===== src/rtl/serial_alu_ctrl.sv =====
// Bit-serial ALU sequencer: latches two operands and processes them LSB-first
// through a 1-bit datapath with a carry flop, behind a start/busy/done handshake.
module serial_alu_ctrl #(
    parameter int unsigned WIDTH = 8,
    parameter int unsigned CW    = 3
) (
    input  logic             CLK,
    input  logic             CL,
    input  logic             start,
    input  logic [1:0]       op,
    input  logic [WIDTH-1:0] a,
    input  logic [WIDTH-1:0] b,
    output logic             busy,
    output logic             done,
    output logic [WIDTH-1:0] y,
    output logic             cout,
    output logic             zero
);

    localparam logic [1:0]    OP_ADD = 2'b00;
    localparam logic [1:0]    OP_SUB = 2'b01;
    localparam logic [1:0]    OP_XOR = 2'b10;
    localparam logic [CW-1:0] LAST   = CW'(WIDTH - 1);

    typedef enum logic [1:0] {
        IDLE = 2'd0,
        RUN  = 2'd1,
        DONE = 2'd2
    } state_t;

    state_t           state_q, state_d;
    logic             busy_d, done_d;
    logic [WIDTH-1:0] a_sr, b_sr;
    logic [1:0]       op_q;
    logic             carry;
    logic [CW-1:0]    cnt;

    logic             accept;
    logic             last_bit;
    logic             arith;
    logic             b_bit;
    logic             s_bit;
    logic             carry_nxt;
    logic [WIDTH-1:0] y_nxt;

    // State register
    always_ff @(posedge CLK or posedge CL) begin
        if (CL) state_q <= IDLE;
        else    state_q <= state_d;
    end

    // Next-state logic; a start seen in RUN is simply dropped
    always_comb begin
        state_d = state_q;
        case (state_q)
            IDLE:    if (start) state_d = RUN;
            RUN:     if (last_bit) state_d = DONE;
            DONE:    state_d = start ? RUN : IDLE;
            default: state_d = IDLE;
        endcase
    end

    // Handshake outputs decoded from the next state, then registered below
    always_comb begin
        busy_d = 1'b0;
        done_d = 1'b0;
        if (state_d == RUN)  busy_d = 1'b1;
        if (state_d == DONE) done_d = 1'b1;
    end

    always_ff @(posedge CLK or posedge CL) begin
        if (CL) begin
            busy <= 1'b0;
            done <= 1'b0;
        end else begin
            busy <= busy_d;
            done <= done_d;
        end
    end

    assign accept   = start && (state_q != RUN);
    assign last_bit = (state_q == RUN) && (cnt == LAST);

    // One-bit datapath; SUB is A + ~B + 1 with the +1 preloaded into carry
    always_comb begin
        arith     = (op_q == OP_ADD) || (op_q == OP_SUB);
        b_bit     = b_sr[0] ^ (op_q == OP_SUB);
        carry_nxt = (a_sr[0] & b_bit) | (a_sr[0] & carry) | (b_bit & carry);
        if (arith)              s_bit = a_sr[0] ^ b_bit ^ carry;
        else if (op_q == OP_XOR) s_bit = a_sr[0] ^ b_sr[0];
        else                    s_bit = ~(a_sr[0] & b_sr[0]);
        y_nxt = {s_bit, y[WIDTH-1:1]};
    end

    always_ff @(posedge CLK or posedge CL) begin
        if (CL) begin
            a_sr  <= '0;
            b_sr  <= '0;
            op_q  <= OP_ADD;
            carry <= 1'b0;
            cnt   <= '0;
            y     <= '0;
            cout  <= 1'b0;
            zero  <= 1'b0;
        end else if (accept) begin
            a_sr  <= a;
            b_sr  <= b;
            op_q  <= op;
            carry <= (op == OP_SUB);
            cnt   <= '0;
            y     <= '0;
        end else if (state_q == RUN) begin
            a_sr <= {1'b0, a_sr[WIDTH-1:1]};
            b_sr <= {1'b0, b_sr[WIDTH-1:1]};
            y    <= y_nxt;
            cnt  <= cnt + CW'(1);
            if (arith) carry <= carry_nxt;
            if (last_bit) begin
                cout <= arith & carry_nxt;
                zero <= (y_nxt == '0);
            end
        end
    end

endmodule


===== config.mk =====
export PLATFORM = sky130hd
export DESIGN_NAME = serial_alu_ctrl
export DESIGN_NICKNAME = d
export VERILOG_FILES = /design/src/rtl/serial_alu_ctrl.sv
export SDC_FILE = /design/constraint.sdc
export NUM_CORES = 1
export LEC_CHECK = 0
export BUFFER_PORTS_ARGS = -buffer_cell sky130_fd_sc_hd__buf_2
export CORE_MARGIN = 1.5
export CORE_UTILIZATION = 29
export CTS_CLUSTER_DIAMETER = 200
export CTS_CLUSTER_SIZE = 20
export DETAILED_ROUTE_END_ITERATION = 16
export PLACE_DENSITY = 0.49
export SLEW_MARGIN = 25
export SYNTH_ARGS = -nofsm -noshare
export SYNTH_HDL_FRONTEND = slang
export SYNTH_SLANG_ARGS = --single-unit
export TNS_END_PERCENT = 20

===== constraint.sdc =====
create_clock -name CLK -period 2.1 [get_ports CLK]
set_input_delay 0.21 -clock CLK [delete_from_list [all_inputs] [get_ports CLK]]
set_output_delay 0.21 -clock CLK [all_outputs]
set_load 0.01 [all_outputs]

# Yosys cells after proc, flatten, opt, wreduce, memory -nomap -nowiden
# Index checks and enable logic that the tools add are counted.
[word_totals]
memories = 0
output_inout_bits = 12
mem_bits_ro = 0
register_bits = 36
latch_bits = 0
ramBits = 0
[op_classes]
bitwise = 13
eq_ne = 9
n_reduce_logical = 10
shifts = 0
n_mul = 0
div = 0
n_addsub = 1
magnitude_cmp = 0
muxes = 19
[ops]
columns = ["cell", "count"]
rows = [
  ["2-to-1 mux 8 bit", 6],
  ["== test 2 x 1 -> 1 bit (second input constant)", 4],
  ["zero test 8 bit", 1],
  ["2-to-1 mux 1 bit", 8],
  ["== test 2 bit (second input constant)", 3],
  ["2-to-1 mux 3 bit", 2],
  ["case mux 2 bit (3 select lines)", 1],
  ["AND 1 bit", 5],
  ["zero test 2 bit", 2],
  ["2-to-1 mux 2 bit", 2],
  ["nonzero test 2 bit", 2],
  ["bitwise XOR 1 bit", 4],
  ["adder 3 x 1 -> 3 bit (second input constant)", 1],
  ["== test 3 bit (second input constant)", 1],
  ["AND reduction 3 bit", 1],
  ["logical AND 1 bit", 2],
  ["inequality test 2 x 1 -> 1 bit (second input constant)", 1],
  ["inverter 1 bit", 2],
  ["OR 1 bit", 2],
  ["AND reduction 2 bit", 1],
  ["logical OR 1 bit", 1],
]

# Depth between registers and ports, before layout
# Gate-level depths: netlist (run 1).
[logic_depth]
word_depth = 8
mapped_depth = 6

# Least setup slack after synthesis (run 1)
# No wires, ideal clock.
[synth_path]
kind = "register to register"
from = "register op_q[1]"
to = "register carry"
setup_time_ps = 123
t_arrival_ps = 1509
required_time_ps = 1977
path_stages_with_launch = 6
synth_period_minus_slack_ps = 1632
slack_ps = 468
cell_sequence = "dfrtp_1 nand2b_1 xnor2_1 fa_1 or3_1 o221a_2"
[synth_via]
elab_chain_len = 8
word_cells_on_any_way = 13
[synth_lines]
columns = ["element", "line", "text"]
rows = [
  ["start, declared", "34", "logic [1:0] op_q;"],
  ["start signal, assigned", "108", "op_q <= op;"],
  ["== test 2 x 1 -> 1 bit", "86, 87", ""],
  ["bitwise XOR 1 bit", "87", "b_bit = b_sr[0] ^ (op_q == OP_SUB);"],
  ["AND 1 bit", "88", "carry_nxt = (a_sr[0] & b_bit) | (a_sr[0] & carry) | (b_bit & carry);"],
  ["OR 1 bit (2 in series)", "88", ""],
  ["2-to-1 mux 1 bit", "117", "if (arith) carry <= carry_nxt;"],
  ["2-to-1 mux 1 bit", "112", "end else if (state_q == RUN) begin"],
  ["2-to-1 mux 1 bit", "105", "end else if (accept) begin"],
  ["end signal, assigned", "109", "carry <= (op == OP_SUB);"],
  ["end signal, assigned", "117", ""],
  ["end, declared", "35", "logic carry;"],
]
# Several ways; a longest one is shown, not always the timed one. The select of a mux whose other input is x is not followed.
# A chain may end at the register's enable or synchronous reset.

# Worst setup path in the final report (run 1)
# Ends and elaborated chain as after synthesis.

==> results.cfg, run 1 <==
[yosys]
synth-simple-area-share_pct = 14.2
synthFlopType = dfrtp_1
synth_compound_area_share_pct = 10.3
synth_fp_nets = 181
synthMuxAreaShare_pct = 11.8
syn_avg_cell_area_um2 = 10.4
synth_edf_count = 0
ys_ff_latch = 36
synth_top_family_by_area = simple AND/OR/NAND/NOR gates
seq_area_frac_synth_pct = 55.4
synthAdderAreaFrac_pct = 3.54
ys_types = 29
syn-instance-count = 156
yosysWarnings = 0
async_reset_ff_share_pct = 100
synth-xor-area-share_pct = 0.538
synth.cell_area_um2 = 1630

[timing]
period_needed_ns = 1.70
rsz0062_at_grt = no
clock.fmax_mhz = 590
period_share_pct = 80.7
tightestPinTransition_ns = 0.466
slew_headroom_pct = 68.9
drv_slew = 0
finClkSkew_ns = 0.00825
setup_viol = 0
hold_viol_final = 0
tns_ns = 0

[setup_path]
worst_setup_path_start_kind = flop
r2r_slack_ns = 0.40
required_ns = 2.28
reg2reg_from = op_q[1]$_DFFE_PP0P_
rr_worst_depth = 5
crit_fanout = 7
worst_ep_arrival_time_ns = 1.88
endpoint_kind = flop
criticalPathCategory = reg2reg
worstReg2RegEnd = carry$_DFFE_PP0P_

[global_routing]
grt_pass1_vias = 1131
antenna_found_initial = 0
overflow = 0
grt_first_pass_wirelength_um = 5330
grt_usage_pct = 11.3
grt_max_degree = 37

[clock_tree]
numCtsBuffers = 5
cts.sinks = 36
ctsHoldBuffers = 0
htreeDepth = 2
cts_tree = yes
cts_buffer_depth = 2
clk_pin_slew_worst_paths_ns = 0.08
postCtsSetupBuffers = 0
clockRootBuffer = clkbuf_8
cts_resized = 0
clk_latency_ns = 0.29

[place]
gp_congestion = 0.693
port-buffer-count = 32
dp_hpwl_um = 2130

[routing]
vias_per_cell = 4.33
num_vias = 1138
drt_iter0_markers = 54
dr.pass1.iters = 4
wl_per_cell_um = 11.6
drc = 0
final_antenna_net_count = 0
wl_um = 3060

[floorplan]
core_um2 = 5470
die_area_um2 = 6070
fp-row-count = 27
start_util_pct = 29.7
num_io_pins = 33
die-height_um = 77.9
dieWidth_um = 77.9

[layout]
regArea_um2 = 901
layout_common_cells = dfrtp_1, nand2_1, buf_2
multiInputGateArea_um2 = 657
fill_cells = 597
fin_nets = 215
final_common_cell = dfrtp_1
postLayoutCoreUtil_pct = 35.9
antenna_cells = 0
syn_to_final_growth_pct = 20.8
drive_gt1_share_pct = 23.6

[hold_path]
min-delay-path-class = in2async

[power_and_ir_drop]
p_sw_share_pct = 35.3
p_leak_nw = 0.980
p_sw_uw = 947
vdd_drop_max_mv = 0.365
seq_power_share_pct = 43.6
intPower_mw = 1.73
p_per_area_nw_per_um2 = 1360
p_clk_share_pct = 22.6
p_comb_share_pct = 33.9

[outcome]
status = complete, no violations

[job]
drv_cap = 0
how the worst max path moves through the flow:
stage,endpoint,startpoint,cells after the start
CTS,carry$_DFFE_PP0P_,op_q[1]$_DFFE_PP0P_,5
floorplan,carry$_DFFE_PP0P_,op_q[1]$_DFFE_PP0P_,5
global placement,carry$_DFFE_PP0P_,op_q[1]$_DFFE_PP0P_,5
finish,carry$_DFFE_PP0P_,op_q[1]$_DFFE_PP0P_,5
detailed placement,carry$_DFFE_PP0P_,op_q[1]$_DFFE_PP0P_,5
global route,carry$_DFFE_PP0P_,op_q[1]$_DFFE_PP0P_,5
cell families (layout without fill, tap and decap cells):
logic type                 Yosys count  in the layout
buffers and inverters               13             48
AOI/OAI and AO/OA                   31             31
adders and majority gates            4              4
xor gates and xnor gates             1              1
DFF                                 36             36
and+or+nand+nor                     52             52
muxes                               19             19
synth_stat cells, types with 2 or more instances:
library cell / instances / area (um^2)
buf_2: 6 / 30.0
dfrtp_1: 36 / 901
ha_1: 3 / 37.5
inv_1: 4 / 15.0
mux2_1: 2 / 22.5
mux2i_1: 17 / 170
nand2_1: 35 / 131
nand2b_1: 5 / 31.3
nor2_1: 3 / 11.3
o21ai_0: 22 / 110
o21ai_1: 4 / 20.0
o22ai_1: 2 / 12.5
power groups by stage:
stage / sequential, mW / combinational [mW] / clock [mW]
2_1_floorplan: 1.19 / 0.653 / 0
3_3_place_gp: 1.18 / 0.917 / 0
3_5_place_dp: 1.18 / 0.927 / 0
4_1_cts: 1.17 / 0.931 / 0.628
5_1_grt: 1.21 / 1.05 / 0.662
6_report: 1.17 / 0.907 / 0.605
registers in the layout, indices dropped and copies added (netlist names):
signal	count
busy	1
y	8
b_sr	8
cnt	3
zero	1
state_q	2
cout	1
carry	1
op_q	2
a_sr	8
done	1
per-layer routing:
layer / part of all wire, % / wire length (um) / GRT usage (%)
met2: 45 / 1370 / 16.8
met4: 0.49 / 15 / 3.75
met5: 0 / 0 / 0
met3: 5.4 / 166 / 4.71
met1: 49 / 1510 / 14.9
layout make-up:
cell class              count  area share [%]
repair buffers             36            9.68
clock inverters             3            2.17
clock buffers               5            3.50
multi-input cells         107            33.4
well taps                  72            4.59
flip-flops and latches     36            45.9
inverters                   4           0.764
metrics by stage:
stage          instance area, um^2  worst slack (ns)  power [mW]  hold slack, ns  std cells
6_report                      1960             0.404        2.68          0.0199        263
3_5_place_dp                  1850             0.394        2.11           0.346        255
3_3_place_gp                  1850             0.425        2.10           0.359        255
2_1_floorplan                 1630             0.468        1.84           0.342        156
4_1_cts                       1960             0.394        2.73          0.0307        263
5_1_grt                       1960             0.304        2.92          0.0705        263
worst max-delay path, stage by stage (launching register included):
cell,delay (ns)
dfrtp_1,0.43
nand2b_1,0.17
xnor2_1,0.13
fa_1,0.38
or3_1,0.35
o221a_2,0.12
No activity file was read; power rests on OpenSTA's default activity.
==> run 2, diff against run 1 <==
==> constraint.sdc (replaced) <==
create_clock -name CLK -period 1.6 [get_ports CLK]
set_input_delay 0.16 -clock CLK [delete_from_list [all_inputs] [get_ports CLK]]
set_output_delay 0.16 -clock CLK [all_outputs]
set_load 0.01 [all_outputs]
==> run 2 against run 1 <==
  * The flow now finishes with violations (negative setup slack)
  * Critical path depth rose by 1
  * Sequential power rose by 32%
  * Design area up 1.7%
  * Largest cell class unchanged
  * Global-route usage increased by 1.1 points
  * Wire length up 6.1%
==> results.cfg, run 2 (synthesis results as in run 1) <==
[outcome]
status = complete, but fails checks
violations = negative setup slack

[floorplan]
fp-row-count = 27
die-height_um = 77.9
core_um2 = 5470
start_util_pct = 29.7
num_io_pins = 33
die_area_um2 = 6070
dieWidth_um = 77.9

[layout]
drive_gt1_share_pct = 24.6
fin_nets = 219
postLayoutCoreUtil_pct = 36.5
final_common_cell = dfrtp_1
reg_top3 = a_sr: 8 flops, b_sr: 8 flops, y: 8 flops
antenna_cells = 0
syn_to_final_growth_pct = 22.8
layout_common_cells = dfrtp_1, nand2_1, buf_2

[timing]
tightestPinTransition_ns = 0.478
finClkSkew_ns = 0.00407
hold_viol_final = 0
slew_headroom_pct = 68.1
period_needed_ns = 1.60
drv_slew = 0
rsz0062_at_grt = yes
clock.fmax_mhz = 624
hold_ws_ns = 0.119
finalWorstSetupSlack_ns = -0.00310
tns_ns = -0.00310
setup_viol = 1
period_share_pct = 100

[power_and_ir_drop]
p_comb_share_pct = 37.3
p_per_area_nw_per_um2 = 1770
p_sw_mw = 1.28
vdd_drop_max_mv = 0.499
intPower_mw = 2.25
finalPower_mw = 3.53
seq_power_share_pct = 43.7
p_sw_share_pct = 36.1
p_leak_nw = 1.00
p_clk_share_pct = 19.0

[setup_path]
slowest_stage = fa_2
required_ns = 1.77
criticalPathCategory = reg2reg
worst_ep_arrival_time_ns = 1.77
reg2reg_from = op_q[1]$_DFFE_PP0P_
r2r_slack_ns = -0.003
path_delay_family = adder cells
max_stage_delay_ns = 0.53
crit_fanout = 2
critPathBufInv = 0
worst_setup_path_start_kind = flop
endpoint_kind = flop
path_cells = nand2b_4 -> xnor2_1 -> fa_2 -> nor2_1 -> a31oi_1 -> o21ai_1
startpoint = op_q[1]$_DFFE_PP0P_

[clock_tree]
clk_latency_ns = 0.28
cts_resized = 0
cts.sinks = 36
numCtsBuffers = 5
htreeDepth = 2
cts_tree = yes
clockRootBuffer = clkbuf_8
cts_buffer_depth = 2
clk_pin_slew_worst_paths_ns = 0.07

[routing]
vias_per_cell = 4.42
num_vias = 1179
final_antenna_net_count = 0
dr.pass1.iters = 4
drt_iter0_markers = 52
wl_per_cell_um = 12.2
drc = 0
wl_um = 3250

[global_routing]
grt_max_degree = 51
grt_usage_pct = 12.4
grt_pass1_vias = 1220
grt_first_pass_wirelength_um = 5820
overflow = 0
antenna_found_initial = 0

[hold_path]
min-delay-path-class = in2reg
min_from = a[7]

[place]
dp_hpwl_um = 2100
dp_slack_ns = -0.0185
gp_congestion = 0.754
port-buffer-count = 32

[job]
drv_cap = 0
run 2: cell type report:
class,count,area [um^2]
Fill cell,574,3470
Sequential cell,36,901
Multi-Input combinational cell,107,667
Timing Repair Buffer,40,235
Clock buffer,8,90.1
Tap cell,72,90.1
Inverter,4,15.0
run 2: repair_timing:
action	in CTS	in global routing
hold buffers	1	0
endpoints found under the hold margin	36	0
endpoints found under the setup margin	1	3
buffers inserted	1	0
pin swaps	1	1
run 2: power by group through the flow:
stage	clock, mW	sequential [mW]	combinational, mW
final	0.672	1.54	1.32
after global routing	0.749	1.61	1.56
after CTS	0.695	1.54	1.34
after detailed placement	0	1.55	1.32
after global placement	0	1.55	1.30
after floorplan	0	1.57	0.875
run 2: final timing paths:
kind / endpoint / cells after the start
worst max register to register: zero$_DFFE_PP0P_ / 6
max in group asynchronous: a_sr[5]$_DFFE_PP0P_ / 4
worst min-delay path: a_sr[7]$_DFFE_PP0P_ / 3
worst max-delay path: zero$_DFFE_PP0P_ / 6
worst min register to register: cout$_DFFE_PP0P_ / 2
min in group asynchronous: b_sr[1]$_DFFE_PP0P_ / 4
run 2: per-layer routing:
metal | up-vias | routed length, um | GRT usage (%)
li1 | 603 | - | -
met1 | 550 | 1660 | 16.6
met2 | 21 | 1400 | 18.4
met3 | 5 | 147 | 4.12
met4 | 0 | 34 | 4.82
met5 | - | 0 | 0
run 2: stage by stage:
step | instances | instance area (um^2)
after floorplan | 156 | 1640
after global placement | 257 | 1890
after detailed placement | 257 | 1890
after CTS | 267 | 2000
after global routing | 267 | 2000
final | 267 | 2000
run 2: tightest hold or removal path: stages:
cell,delay [ns]
buf_2,0.07
mux2i_1,0.05
nor2_1,0.08
==> run 3, diff against run 2 <==
--- a/config.mk
+++ b/config.mk
@@ -11,7 +11,7 @@
 export CTS_CLUSTER_DIAMETER = 200
 export CTS_CLUSTER_SIZE = 20
 export DETAILED_ROUTE_END_ITERATION = 16
-export PLACE_DENSITY = 0.49
+export PLACE_DENSITY = 0.59
 export SLEW_MARGIN = 25
 export SYNTH_ARGS = -nofsm -noshare
 export SYNTH_HDL_FRONTEND = slang
==> run 3 against run 2 <==
  * The flow now finishes without violations
  * Design area is 3.4% higher
  * Count of clock-buffer cells in the layout fell by 3
  * Final cell count down 0.37%
  * Fmax increased by 1.5%
  * Critical path type unchanged
  * Largest power group unchanged
  * Combinational power hardly changed
  * Total power is 12% higher
  * Utilization rose by 1.3 points
==> results.cfg, run 3 (synthesis results as in run 1) <==
[timing]
tightestPinTransition_ns = 0.462
hold_viol_final = 0
period_share_pct = 98.7
setup_viol = 0
drv_slew = 0
slew_headroom_pct = 69.2
finalWorstSetupSlack_ns = 0.0209
rsz0062_at_grt = yes
finClkSkew_ns = 0.0100
period_needed_ns = 1.58
clock.fmax_mhz = 633

[setup_path]
endpoint_kind = flop
criticalPathCategory = reg2reg
crit_fanout = 2
required_ns = 1.78
worst_setup_path_start_kind = flop
worst_ep_arrival_time_ns = 1.76

[clock_tree]
clk_latency_ns = 0.29
cts_buffer_depth = 2
clockRootBuffer = clkbuf_8
numCtsBuffers = 5
cts.sinks = 36
htreeDepth = 2
cts_tree = yes
clk_pin_slew_worst_paths_ns = 0.08

[floorplan]
core_um2 = 5470
dieWidth_um = 77.9
num_io_pins = 33
start_util_pct = 29.7
die-height_um = 77.9
die_area_um2 = 6070
fp-row-count = 27

[hold_path]
min-delay-path-class = in2reg

[place]
dp_hpwl_um = 2100
placed_cell_area_um2 = 1880
dp.cells = 256
dp_slack_ns = -0.0294
port-buffer-count = 32
gp_congestion = 0.695

[global_routing]
met2_usage_pct = 18.0
met1_usage_pct = 14.2
grt_pass1_vias = 1172
grt_usage_pct = 11.0
grt.busiest_layer = met2
grt_first_pass_wirelength_um = 5330
grtUsageMet3_pct = 3.06
antenna_found_initial = 0
overflow = 0
grt_max_degree = 51

[layout]
final_common_cell = dfrtp_1
fin_area_um2 = 2070
antenna_cells = 0
fin_nets = 218
layout_common_cells = dfrtp_1, nand2_1, buf_2
drive_gt1_share_pct = 25.8
reg_top3 = a_sr: 8 flops, b_sr: 8 flops, y: 8 flops
syn_to_final_growth_pct = 27.1
layout.cells.non_filler = 266

[routing]
wl_per_cell_um = 11.4
dr.pass1.iters = 4
drt_iter0_markers = 32
num_vias = 1177
vias_per_cell = 4.42
wl_um = 3040
drc = 0
final_antenna_net_count = 0

[power_and_ir_drop]
vdd_drop_max_mv = 0.723
p_leak_nw = 1.03
p_per_area_nw_per_um2 = 1910

[outcome]
status = complete, no violations

[job]
drv_cap = 0
run 3: path summary, 6_finish.rpt:
kind	start	to	slack, ns	depth (start not counted)
max in group asynchronous	CL	b_sr[7]$_DFFE_PP0P_	0.76	4
min in group asynchronous	CL	cnt[0]$_DFFE_PP0P_	0.52	4
min reg2reg	a_sr[1]$_DFFE_PP0P_	a_sr[0]$_DFFE_PP0P_	0.48	2
max reg2reg	op_q[1]$_DFFE_PP0P_	zero$_DFFE_PP0P_	0.02	6
min	op[0]	op_q[0]$_DFFE_PP0P_	0.11	2
max	op_q[1]$_DFFE_PP0P_	zero$_DFFE_PP0P_	0.02	6
run 3: critical path, cell delays in order, from the launching register on:
cell and delay (ns):
dfrtp_1 0.38, nand2b_4 0.15, xnor2_2 0.13, fa_2 0.52, nor2_1 0.04, a31oi_1 0.19, o21ai_1 0.09
run 3: cell type report:
| type | instances | area [um^2] |
|---|---|---|
| repair buffers | 39 | 228 |
| fillers | 572 | 3410 |
| multi-input cells | 107 | 674 |
| clock buffers | 5 | 68.8 |
| clock inverters | 3 | 90.1 |
| flip-flops and latches | 36 | 901 |
| well taps | 72 | 90.1 |
| inverters | 4 | 15.0 |
run 3: metrics by stage:
stage                     power, mW  hold WS [ns]  TNS (ns)  util [%]
final                          3.94         0.108         0      37.8
after floorplan                2.44         0.292         0         -
after CTS                      4.00         0.103  -0.00205      37.8
after global routing           4.27         0.114   -0.0919      37.8
after global placement         2.80         0.294         0      34.4
after detailed placement       2.83         0.296   -0.0453      34.4
run 3: what timing repair did:
action,4_1_cts,5_1_grt
pin swaps,1,1
gates resized for setup,1,0
hold endpoints to repair,36,0
setup buffers,1,0
hold buffers,1,0
endpoints found under the setup margin,2,3
gates cloned,0,0
run 3: report_power, final:
| part | internal, mW | switching [mW] |
|---|---|---|
| Combinational | 0.614 | 0.679 |
| Clock | 0.780 | 0.330 |
| Sequential | 1.28 | 0.258 |
| Total | 2.67 | 1.27 |
run 3: per-layer routing:
layer,wire length [um],up-vias
met5,0,-
met2,1390,24
met1,1490,550
met4,37,0
li1,-,598
met3,123,5
